===== config.mk =====
export PLATFORM = sky130hd
export DESIGN_NAME = vfpu_engine
export DESIGN_NICKNAME = d
export VERILOG_FILES = /design/src/rtl/vfpu_engine.sv
export SDC_FILE = /design/constraint.sdc
export NUM_CORES = 1
export LEC_CHECK = 0
export ABC_CLOCK_PERIOD_IN_PS = 3750
export CAP_MARGIN = 30
export CORE_MARGIN = 2
export CORE_UTILIZATION = 50
export DETAILED_ROUTE_END_ITERATION = 10
export PLACE_DENSITY = 0.79
export SKIP_LAST_GASP = 1
export SLEW_MARGIN = 20
export SYNTH_ARGS = -nofsm -noshare
export SYNTH_HDL_FRONTEND = slang
export SYNTH_SLANG_ARGS = --single-unit

===== constraint.sdc =====
create_clock -name clk_i -period 3.75 [get_ports clk_i]
set_clock_uncertainty 0.15 [all_clocks]
set_input_delay 0.75 -clock clk_i [delete_from_list [all_inputs] [get_ports clk_i]]
set_output_delay 0.75 -clock clk_i [all_outputs]
set_load 0.005 [all_outputs]

===== src/rtl/vfpu_engine.sv =====
// rtl/vfpu_engine.sv - elementwise FP32 join + 2-stage pipeline with full backpressure
// Optional NaN operand counter enabled by defining VFPU_ENGINE_NAN_CNT_EN.
module vfpu_engine #(
    parameter int LEN_WIDTH     = 16,
    parameter int NAN_CNT_WIDTH = 16
) (
    input  logic                     clk_i,
    input  logic                     rst_i,
    input  logic                     clear_i,
    input  logic                     start_i,
    input  logic [2:0]               op_i,
    input  logic [LEN_WIDTH-1:0]     len_i,
    input  logic                     a_valid_i,
    output logic                     a_ready_o,
    input  logic [31:0]              a_data_i,
    input  logic                     b_valid_i,
    output logic                     b_ready_o,
    input  logic [31:0]              b_data_i,
    output logic                     r_valid_o,
    input  logic                     r_ready_i,
    output logic [31:0]              r_data_o,
    output logic                     busy_o,
    output logic                     done_o,
    output logic [NAN_CNT_WIDTH-1:0] nan_cnt_o
);

    typedef enum logic {S_IDLE, S_RUN} state_t;

    localparam logic [2:0]  OP_MIN    = 3'b000;
    localparam logic [2:0]  OP_MAX    = 3'b001;
    localparam logic [2:0]  OP_ABS    = 3'b010;
    localparam logic [2:0]  OP_NEG    = 3'b011;
    localparam logic [2:0]  OP_SGNJ   = 3'b100;
    localparam logic [2:0]  OP_CMPLT  = 3'b101;
    localparam logic [31:0] QNAN      = 32'h7FC0_0000;
    localparam logic [31:0] FP_ONE    = 32'h3F80_0000;
    localparam logic [LEN_WIDTH-1:0] LEN_ONE = 1;

    state_t               r_state;
    logic [2:0]           r_op;
    logic [LEN_WIDTH-1:0] r_len;
    logic [LEN_WIDTH-1:0] r_issue_cnt;
    logic [LEN_WIDTH-1:0] r_out_cnt;
    logic                 r_done;
    logic                 r_s1_valid;
    logic [31:0]          r_s1_a;
    logic [31:0]          r_s1_b;
    logic                 r_s2_valid;
    logic [31:0]          r_s2_data;

    logic                 w_s2_ready;
    logic                 w_s1_ready;
    logic                 w_issue_en;
    logic                 w_fire;
    logic                 w_out_hs;
    logic                 w_a_nan;
    logic                 w_b_nan;
    logic                 w_a_lt_b;
    logic [31:0]          w_result;

    function automatic logic f_is_nan(input logic [31:0] x);
        return (&x[30:23]) && (|x[22:0]);
    endfunction

    // Sign-magnitude ordering: any negative (including -0) is below any positive.
    function automatic logic f_lt(input logic [31:0] a, input logic [31:0] b);
        if (a[31] != b[31])
            return a[31];
        else if (a[31])
            return a[30:0] > b[30:0];
        else
            return a[30:0] < b[30:0];
    endfunction

    assign w_s2_ready = !r_s2_valid || r_ready_i;
    assign w_s1_ready = !r_s1_valid || w_s2_ready;
    assign w_issue_en = (r_state == S_RUN) && (r_issue_cnt < r_len) && w_s1_ready;
    assign a_ready_o  = w_issue_en && b_valid_i;
    assign b_ready_o  = w_issue_en && a_valid_i;
    assign w_fire     = w_issue_en && a_valid_i && b_valid_i;
    assign w_out_hs   = r_s2_valid && r_ready_i;

    assign w_a_nan    = f_is_nan(r_s1_a);
    assign w_b_nan    = f_is_nan(r_s1_b);
    assign w_a_lt_b   = f_lt(r_s1_a, r_s1_b);

    always_comb begin
        w_result = r_s1_a;
        case (r_op)
            OP_MIN, OP_MAX: begin
                if (w_a_nan && w_b_nan)
                    w_result = QNAN;
                else if (w_a_nan)
                    w_result = r_s1_b;
                else if (w_b_nan)
                    w_result = r_s1_a;
                else if (r_op == OP_MIN)
                    w_result = w_a_lt_b ? r_s1_a : r_s1_b;
                else
                    w_result = w_a_lt_b ? r_s1_b : r_s1_a;
            end
            OP_ABS:   w_result = {1'b0, r_s1_a[30:0]};
            OP_NEG:   w_result = {~r_s1_a[31], r_s1_a[30:0]};
            OP_SGNJ:  w_result = {r_s1_b[31], r_s1_a[30:0]};
            OP_CMPLT: w_result = (!w_a_nan && !w_b_nan && w_a_lt_b) ? FP_ONE : 32'h0;
            default:  w_result = r_s1_a;
        endcase
    end

    always_ff @(posedge clk_i) begin
        if (rst_i || clear_i) begin
            r_state     <= S_IDLE;
            r_op        <= 3'b000;
            r_len       <= '0;
            r_issue_cnt <= '0;
            r_out_cnt   <= '0;
            r_done      <= 1'b0;
            r_s1_valid  <= 1'b0;
            r_s1_a      <= 32'h0;
            r_s1_b      <= 32'h0;
            r_s2_valid  <= 1'b0;
            r_s2_data   <= 32'h0;
        end else begin
            r_done <= 1'b0;
            case (r_state)
                S_IDLE: begin
                    if (start_i) begin
                        r_op        <= op_i;
                        r_len       <= len_i;
                        r_issue_cnt <= '0;
                        r_out_cnt   <= '0;
                        if (len_i == '0)
                            r_done <= 1'b1;
                        else
                            r_state <= S_RUN;
                    end
                end
                S_RUN: begin
                    if (w_fire)
                        r_issue_cnt <= r_issue_cnt + LEN_ONE;
                    if (w_out_hs) begin
                        r_out_cnt <= r_out_cnt + LEN_ONE;
                        if (r_out_cnt + LEN_ONE == r_len) begin
                            r_state <= S_IDLE;
                            r_done  <= 1'b1;
                        end
                    end
                end
            endcase

            // Stage 2 may drain and refill in the same cycle.
            if (w_s2_ready) begin
                r_s2_valid <= r_s1_valid;
                if (r_s1_valid)
                    r_s2_data <= w_result;
            end
            if (w_s1_ready) begin
                r_s1_valid <= w_fire;
                if (w_fire) begin
                    r_s1_a <= a_data_i;
                    r_s1_b <= b_data_i;
                end
            end
        end
    end

    assign r_valid_o = r_s2_valid;
    assign r_data_o  = r_s2_data;
    assign busy_o    = (r_state == S_RUN);
    assign done_o    = r_done;

`ifdef VFPU_ENGINE_NAN_CNT_EN
    localparam logic [NAN_CNT_WIDTH-1:0] NAN_ONE = 1;
    logic [NAN_CNT_WIDTH-1:0] r_nan_cnt;
    logic                     w_op_uses_b;
    logic                     w_pair_nan;

    assign w_op_uses_b = (r_op == OP_MIN) || (r_op == OP_MAX) ||
                         (r_op == OP_SGNJ) || (r_op == OP_CMPLT);
    assign w_pair_nan  = f_is_nan(a_data_i) || (w_op_uses_b && f_is_nan(b_data_i));

    always_ff @(posedge clk_i) begin
        if (rst_i || clear_i) begin
            r_nan_cnt <= '0;
        end else if ((r_state == S_IDLE) && start_i) begin
            r_nan_cnt <= '0;
        end else if (w_fire && w_pair_nan && (r_nan_cnt != '1)) begin
            r_nan_cnt <= r_nan_cnt + NAN_ONE;
        end
    end

    assign nan_cnt_o = r_nan_cnt;
`else
    assign nan_cnt_o = '0;
`endif

endmodule


==> results of run 1 <==
## per-stage QoR
stage          hold WS (ns)  setup WS [ns]  cells  total power (W)
5_1_grt               0.354          0.101   1356          0.00379
3_5_place_dp          0.318          0.212   1322          0.00208
2_1_floorplan         0.292          0.925   1029          0.00191
6_report              0.325          0.269   1356          0.00367
3_3_place_gp          0.305          0.227   1322          0.00208
4_1_cts               0.328          0.254   1356          0.00369
## state kept, by name, summed over array words and instances (netlist names)
name         cells
r_s1_valid       1
r_s1_b          32
r_issue_cnt     16
r_out_cnt       16
r_op             3
r_len           16
busy_o           1
r_valid_o        1
done_o           1
r_s1_a          32
r_data_o        32
## worst max-delay path, cell delays in order, from the launching register on
cell           delay [ns]
dfxtp_2              0.32
inv_1                0.04
ha_1                 0.29
a21o_1               0.16
a21oi_1              0.14
o21ai_1              0.10
o41ai_1              0.32
buf_4                0.17
a21oi_1              0.05
nor2b_1              0.20
and2_1               0.15
dlygate4sd2_1        0.23
## power by group through the flow
| stage | clock network, W | logic, W | registers (W) |
|---|---|---|---|
| global route | 0.00170 | 0.000460 | 0.00163 |
| CTS | 0.00163 | 0.000422 | 0.00163 |
| floorplan | 0 | 0.000254 | 0.00166 |
| detailed placement | 0 | 0.000416 | 0.00167 |
| finish | 0.00161 | 0.000426 | 0.00163 |
| global placement | 0 | 0.000413 | 0.00167 |
## layout make-up
cell class                 count  area [um2]  share of cell area
clock buffer                  23         478              0.0465
tap                          220         275              0.0268
clock inverter                 8        73.8             0.00718
sequential                   151        3030               0.294
multi-input combinational    754        4790               0.467
inverter                      53         199              0.0194
timing repair buffer         147        1430               0.139
## routing by layer
layer / wire length, um / global-route usage / vias to the layer above
li1: - / - / 3796
met1: 9570 / 0.317 / 3685
met2: 10900 / 0.431 / 288
met3: 1250 / 0.0494 / 46
met4: 617 / 0.0926 / 0
met5: 0 / 0 / -
## kinds of logic (layout without fill, tap and decap cells)
kind of cell	Yosys count	count (layout)	share of synthesized area
multiplexers	67	67	0.0816
AO/OA/AOI/OAI	249	249	0.185
AND/OR/NAND/NOR	340	340	0.192
XOR/XNOR	32	32	0.0338
buffers and inverters	124	231	0.0671
other	1	16	0.000452
adder cells (fa/ha/maj)	50	50	0.0754
flip-flops	151	151	0.364
## worst paths after layout
check	startpoint	endpoint	slack, ns	depth (start not counted)
worst min-delay path	r_issue_cnt[15]$_SDFFE_PP0P_	r_issue_cnt[15]$_SDFFE_PP0P_	0.32	1
worst min register to register	r_issue_cnt[15]$_SDFFE_PP0P_	r_issue_cnt[15]$_SDFFE_PP0P_	0.32	1
worst max-delay path	r_len[1]$_SDFFE_PP0P_	a_ready_o	0.27	11
worst max register to register	r_s1_b[4]$_SDFFE_PP0P_	r_data_o[7]$_SDFFE_PP0P_	0.45	12
## cell usage in the layout, fill, tap and decap left out, types with 7 or more instances in the layout
master	instances
dfxtp_1	149
clkdlybuf4s50_1	124
nor2_1	106
nand2_1	94
o21ai_0	70
a21oi_1	67
mux2i_1	64
inv_1	53
ha_1	50
a31oi_1	27
o211ai_1	26
nand3_1	25
nor3_1	25
xnor2_1	24
buf_4	20
and3_1	19
nor4_1	18
clkbuf_16	17
conb_1	16
nand4_1	15
a21o_1	10
a22oi_1	8
xor2_1	8
and2_1	7
o21ai_1	7
## what timing repair did
item                                    4_1_cts  5_1_grt
endpoints found under the setup margin        2        0
buffers inserted                              3        0
resized for setup                             5        0
==> impl_results.md, run 1 <==
- Result of the run: finished, final reports clean
- Worst setup path category: reg -> out
- Final min period: 3.48 ns
- Peak ir drop on the vdd network: 345 uV
- CP required: 2.85 ns
- Count of warnings emitted by yosys: 0
- Share of total power in sequential cells: 0.445
- Final antenna-violating net count: 0
- Ranking of synthesized cells by instance count: dfxtp_1, nor2_1, nand2_1
- Slew at the pin closest to its max-slew limit: 0.901 ns
- Internal cell power: 0.00277 W
- Combinational group share of total power: 0.116
- Cts bufs inserted: 17
- Clock slew at the register clock pins of the worst setup and hold paths: 0.06 ns
- Layout Cell Area excl Fill: 0.0103 mm2
- Static Leak: 4.24 nW
- Synthesized area per cell: 8.18 um2
- Total DRC errors in the routed layout: 0
- Setup repair after global routing missed its margin: no
- TritonCTS clock tree: built
- Placed Instance Area: 0.00970 mm2
- Share of the synthesized area in the top cell type: 0.364
- Most frequent cell after synthesis: dfxtp_1
- Netlist area before placement: 0.00829 mm2
- Via count of the first global-routing pass: 7,325
- Global-route wire length before repair: 36,000 um
- Height of the chip: 133 um
- Die footprint: 0.0176 mm2
- Power share of the clock group: 0.439
- Clk root buf: clkbuf_16
- NetSw: 0.000900 W
- Critical path arrival: 2.58 ns
- HPWL after DPL: 15,900 um
- Cell area power density: 357 mW/mm2
- Number of flops mapped to enable cells by yosys: 0
- Overall fraction of global-route tracks in use: 0.253
- Cell accounting for the most synthesized area: dfxtp_1
- Final count of pins violating max slew: 0
- Number of hold violations in the final report: 0
- Total via count after detailed routing: 7,815
- Share of the core filled with cells in the final layout: 0.626
- Placeable Area: 0.0164 mm2
- Average vias per placed instance: 5.76
- Number of top-level design ports: 143
- Count of input and output buffers: 126
- Nets: 1,264
- Routed length per instance: 16.5 um
- Starting utilization of the core area: 0.506
- Share of layout cells above drive strength 1: 0.0581
- Hold-fix buffers at CTS: 0
- Layout area overhead: 23.9%
- Number of antenna diodes: 0
- Number of filler cells placed in the layout: 1,376
- F_max: 287 MHz
- Dominant synthesized flop cell: dfxtp_1
- Maximum number of pins on one net before global-route repair: 66
- Worst-case clock buffer depth: 2
- GPL Wtd Cong: 0.910
- Global route total overflow: 0
- Distinct cell type count after synthesis: 57
- Count of standard-cell rows: 47
- Worst slew margin relative to its limit: 0.397
- Setup TNS after final layout: 0 ns
- Max Cap Violations: 0
- Ranking of synthesized cells by area: dfxtp_1, mux2i_1, ha_1
- Iteration-0 DRC count of the detailed router: 609
- Drt first pass iters: 5
- Switching Share: 0.245
- Crit path launch type: flip-flop
- CP Capture Type: output pin
- Min-Delay Path Class: reg -> reg
- Max Fanout on Critical Path: 3
- Number of antenna violations at the first check in global routing: 0
- Gate Count Post-Synth: 1,014
- Width of the chip: 133 um
- Seq cells post-synth: 151
- Number of H-tree levels: 4
- Fin crit share: 0.928
- CTS Sinks: 151
- WL final: 22,300 um
- Final-report setup violation count: 0
- Clock latency on the worst-skew pair: 0.43 ns
- Share of synthesized area occupied by flip-flops and latches: 0.364
- Proportion of register bits with asynchronous set or reset after synthesis: 0
No activity file was read; power rests on OpenSTA's default activity.
==> run 2: changes to the inputs <==
--- a/config.mk
+++ b/config.mk
@@ -5,10 +5,10 @@
 export SDC_FILE = /design/constraint.sdc
 export NUM_CORES = 1
 export LEC_CHECK = 0
-export ABC_CLOCK_PERIOD_IN_PS = 3750
 export CAP_MARGIN = 30
 export CORE_MARGIN = 2
 export CORE_UTILIZATION = 50
+export CTS_CLUSTER_SIZE = 14
 export DETAILED_ROUTE_END_ITERATION = 10
 export PLACE_DENSITY = 0.79
 export SKIP_LAST_GASP = 1
==> results of run 2 <==
The final DEF is identical to that of run 1; final timing and power are the same.
==> run 3: changes to the inputs <==
--- a/config.mk
+++ b/config.mk
@@ -16,3 +16,4 @@
 export SYNTH_ARGS = -nofsm -noshare
 export SYNTH_HDL_FRONTEND = slang
 export SYNTH_SLANG_ARGS = --single-unit
+export TNS_END_PERCENT = 10
==> impl_results.md, run 3 (synthesis results as in run 1) <==
- Result of the run: finished, final reports clean
- Final count of pins violating max slew: 0 (unchanged)
- GPL Wtd Cong: 0.910 (unchanged)
- Fin crit share: 0.965 (+0.0364)
- Setup repair after global routing missed its margin: no
- Number of filler cells placed in the layout: 1,373 (-0.22%)
- Clock latency on the worst-skew pair: 0.43 ns (about the same)
- Global-route wire length before repair: 36,000 um (about the same)
- Static Leak: 4.25 nW (+0.16%)
- Max Cap Violations: 0 (unchanged)
- Die footprint: 0.0176 mm2 (unchanged)
- Final-report setup violation count: 0 (unchanged)
- Count of input and output buffers: 126 (unchanged)
- Cts bufs inserted: 17 (unchanged)
- Cell area power density: 357 mW/mm2 (about the same)
- Max Fanout on Critical Path: 3 (unchanged)
- Most common library cell in the layout ignoring fill and taps: dfxtp_1
- TritonCTS clock tree: built
- Total via count after detailed routing: 7,833 (+0.23%)
- Placeable Area: 0.0164 mm2 (unchanged)
- Clock slew at the register clock pins of the worst setup and hold paths: 0.06 ns (about the same)
- Number of H-tree levels: 4 (unchanged)
- Min-Delay Path Class: reg -> reg
- Nets: 1,265 (+0.079%)
- Setup TNS after final layout: 0 ns (unchanged)
- CTS Sinks: 151 (unchanged)
- Peak ir drop on the vdd network: 346 uV (+0.19%)
- CP Capture Type: output pin
- Multi-input logic area: 0.00481 mm2 (+0.23%)
- Slew at the pin closest to its max-slew limit: 0.909 ns (+0.00753 ns)
- Number of hold violations in the final report: 0 (unchanged)
- Width of the chip: 133 um (unchanged)
- Starting utilization of the core area: 0.506 (unchanged)
- Crit path launch type: flip-flop
- Highest-count cells in the layout ignoring fill and taps: dfxtp_1, clkdlybuf4s50_1, nor2_1, nand2_1, o21ai_0
- Drt first pass iters: 5 (unchanged)
- Via count of the first global-routing pass: 7,329 (+0.055%)
- F_max: 276 MHz (-3.8%)
- CP required: 2.85 ns (about the same)
- Number of top-level design ports: 143 (unchanged)
- Number of antenna diodes: 0 (unchanged)
- Worst hold-check slack: 0.325 ns (+0.000709 ns)
- Overall fraction of global-route tracks in use: 0.253 (unchanged)
- WL final: 22,400 um (+0.21%)
- Routed length per instance: 16.5 um (+0.13%)
- Final antenna-violating net count: 0 (unchanged)
- Iteration-0 DRC count of the detailed router: 665 (+9.2%)
- Clk root buf: clkbuf_16
- Total DRC errors in the routed layout: 0 (unchanged)
- Worst-case clock buffer depth: 2 (unchanged)
- Critical path arrival: 2.72 ns (+0.14 ns)
- HPWL after DPL: 15,900 um (unchanged)
- Count of standard-cell rows: 47 (unchanged)
- Share of layout cells above drive strength 1: 0.0616 (+0.00347)
- Final min period: 3.62 ns (+0.136 ns)
- Layout area overhead: 24.1%
- Storage cell area: 0.00303 mm2 (about the same)
- Maximum number of pins on one net before global-route repair: 66 (unchanged)
- Global route total overflow: 0 (unchanged)
- Worst slew margin relative to its limit: 0.392 (-0.00503)
- Worst setup path category: reg -> out
- Height of the chip: 133 um (unchanged)
- Number of antenna violations at the first check in global routing: 0 (unchanged)
- Average vias per placed instance: 5.77 (+0.16%)
==> run 3: through the flow <==
step	instances	instance area [um2]	setup WS, ns	power, W	utilization
2_1_floorplan	1029	8350	0.925	0.00191	-
3_3_place_gp	1322	9700	0.227	0.00208	0.591
3_5_place_dp	1322	9700	0.212	0.00208	0.591
4_1_cts	1356	10300	-0.00879	0.00369	0.626
5_1_grt	1357	10300	0.00441	0.00380	0.628
6_report	1357	10300	0.133	0.00368	0.628
==> run 3: metal layers <==
| metal | global-route usage | wire length, um | up-vias |
|---|---|---|---|
| met5 | 0 | 0 | - |
| met2 | 0.431 | 11000 | 290 |
| met4 | 0.0920 | 580 | 0 |
| met3 | 0.0494 | 1160 | 40 |
| li1 | - | - | 3797 |
| met1 | 0.317 | 9670 | 3706 |
==> run 3: critical path: stages, from the launching register on <==
cell             delay (ns)
dfxtp_2                0.32
inv_1                  0.05
ha_1                   0.29
a21o_1                 0.16
a21oi_1                0.14
o21ai_1                0.10
o41ai_2                0.20
buf_4                  0.16
a21oi_1                0.05
nor2b_1                0.19
and2_1                 0.15
clkdlybuf4s50_1        0.49
==> run 3: cell type report <==
class                   count  share of cell area
clock buffers              23              0.0464
clock inverters             8             0.00717
inverters                  53              0.0193
multi-input cells         754               0.467
flip-flops and latches    151               0.294
well taps                 220              0.0267
repair buffers            148               0.140
==> run 3: final timing paths <==
check                                    start                      endpoint  slack [ns]  depth (start not counted)
setup reg to reg        r_s1_b[4]$_SDFFE_PP0P_      r_data_o[5]$_SDFFE_PP0P_        0.42                         12
hold reg to reg   r_issue_cnt[15]$_SDFFE_PP0P_  r_issue_cnt[15]$_SDFFE_PP0P_        0.33                          1
setup / recovery         r_len[1]$_SDFFE_PP0P_                     b_ready_o        0.13                         11
hold / removal    r_issue_cnt[15]$_SDFFE_PP0P_  r_issue_cnt[15]$_SDFFE_PP0P_        0.33                          1
==> run 3: where the power goes <==
group | internal (W) | total (W) | leakage, nW | switching, W
clock | 0.000957 | 0.00161 | 0.269 | 0.000656
combinational | 0.000197 | 0.000431 | 2.76 | 0.000234
sequential | 0.00162 | 0.00163 | 1.22 | 0.0000165
total | 0.00277 | 0.00368 | 4.25 | 0.000906
==> run 3: timing repair <==
item,4_1_cts,5_1_grt
pin swaps,2,3
resized for setup,4,4
hold buffers,0,0
setup endpoints to repair,2,1
setup buffers,3,1
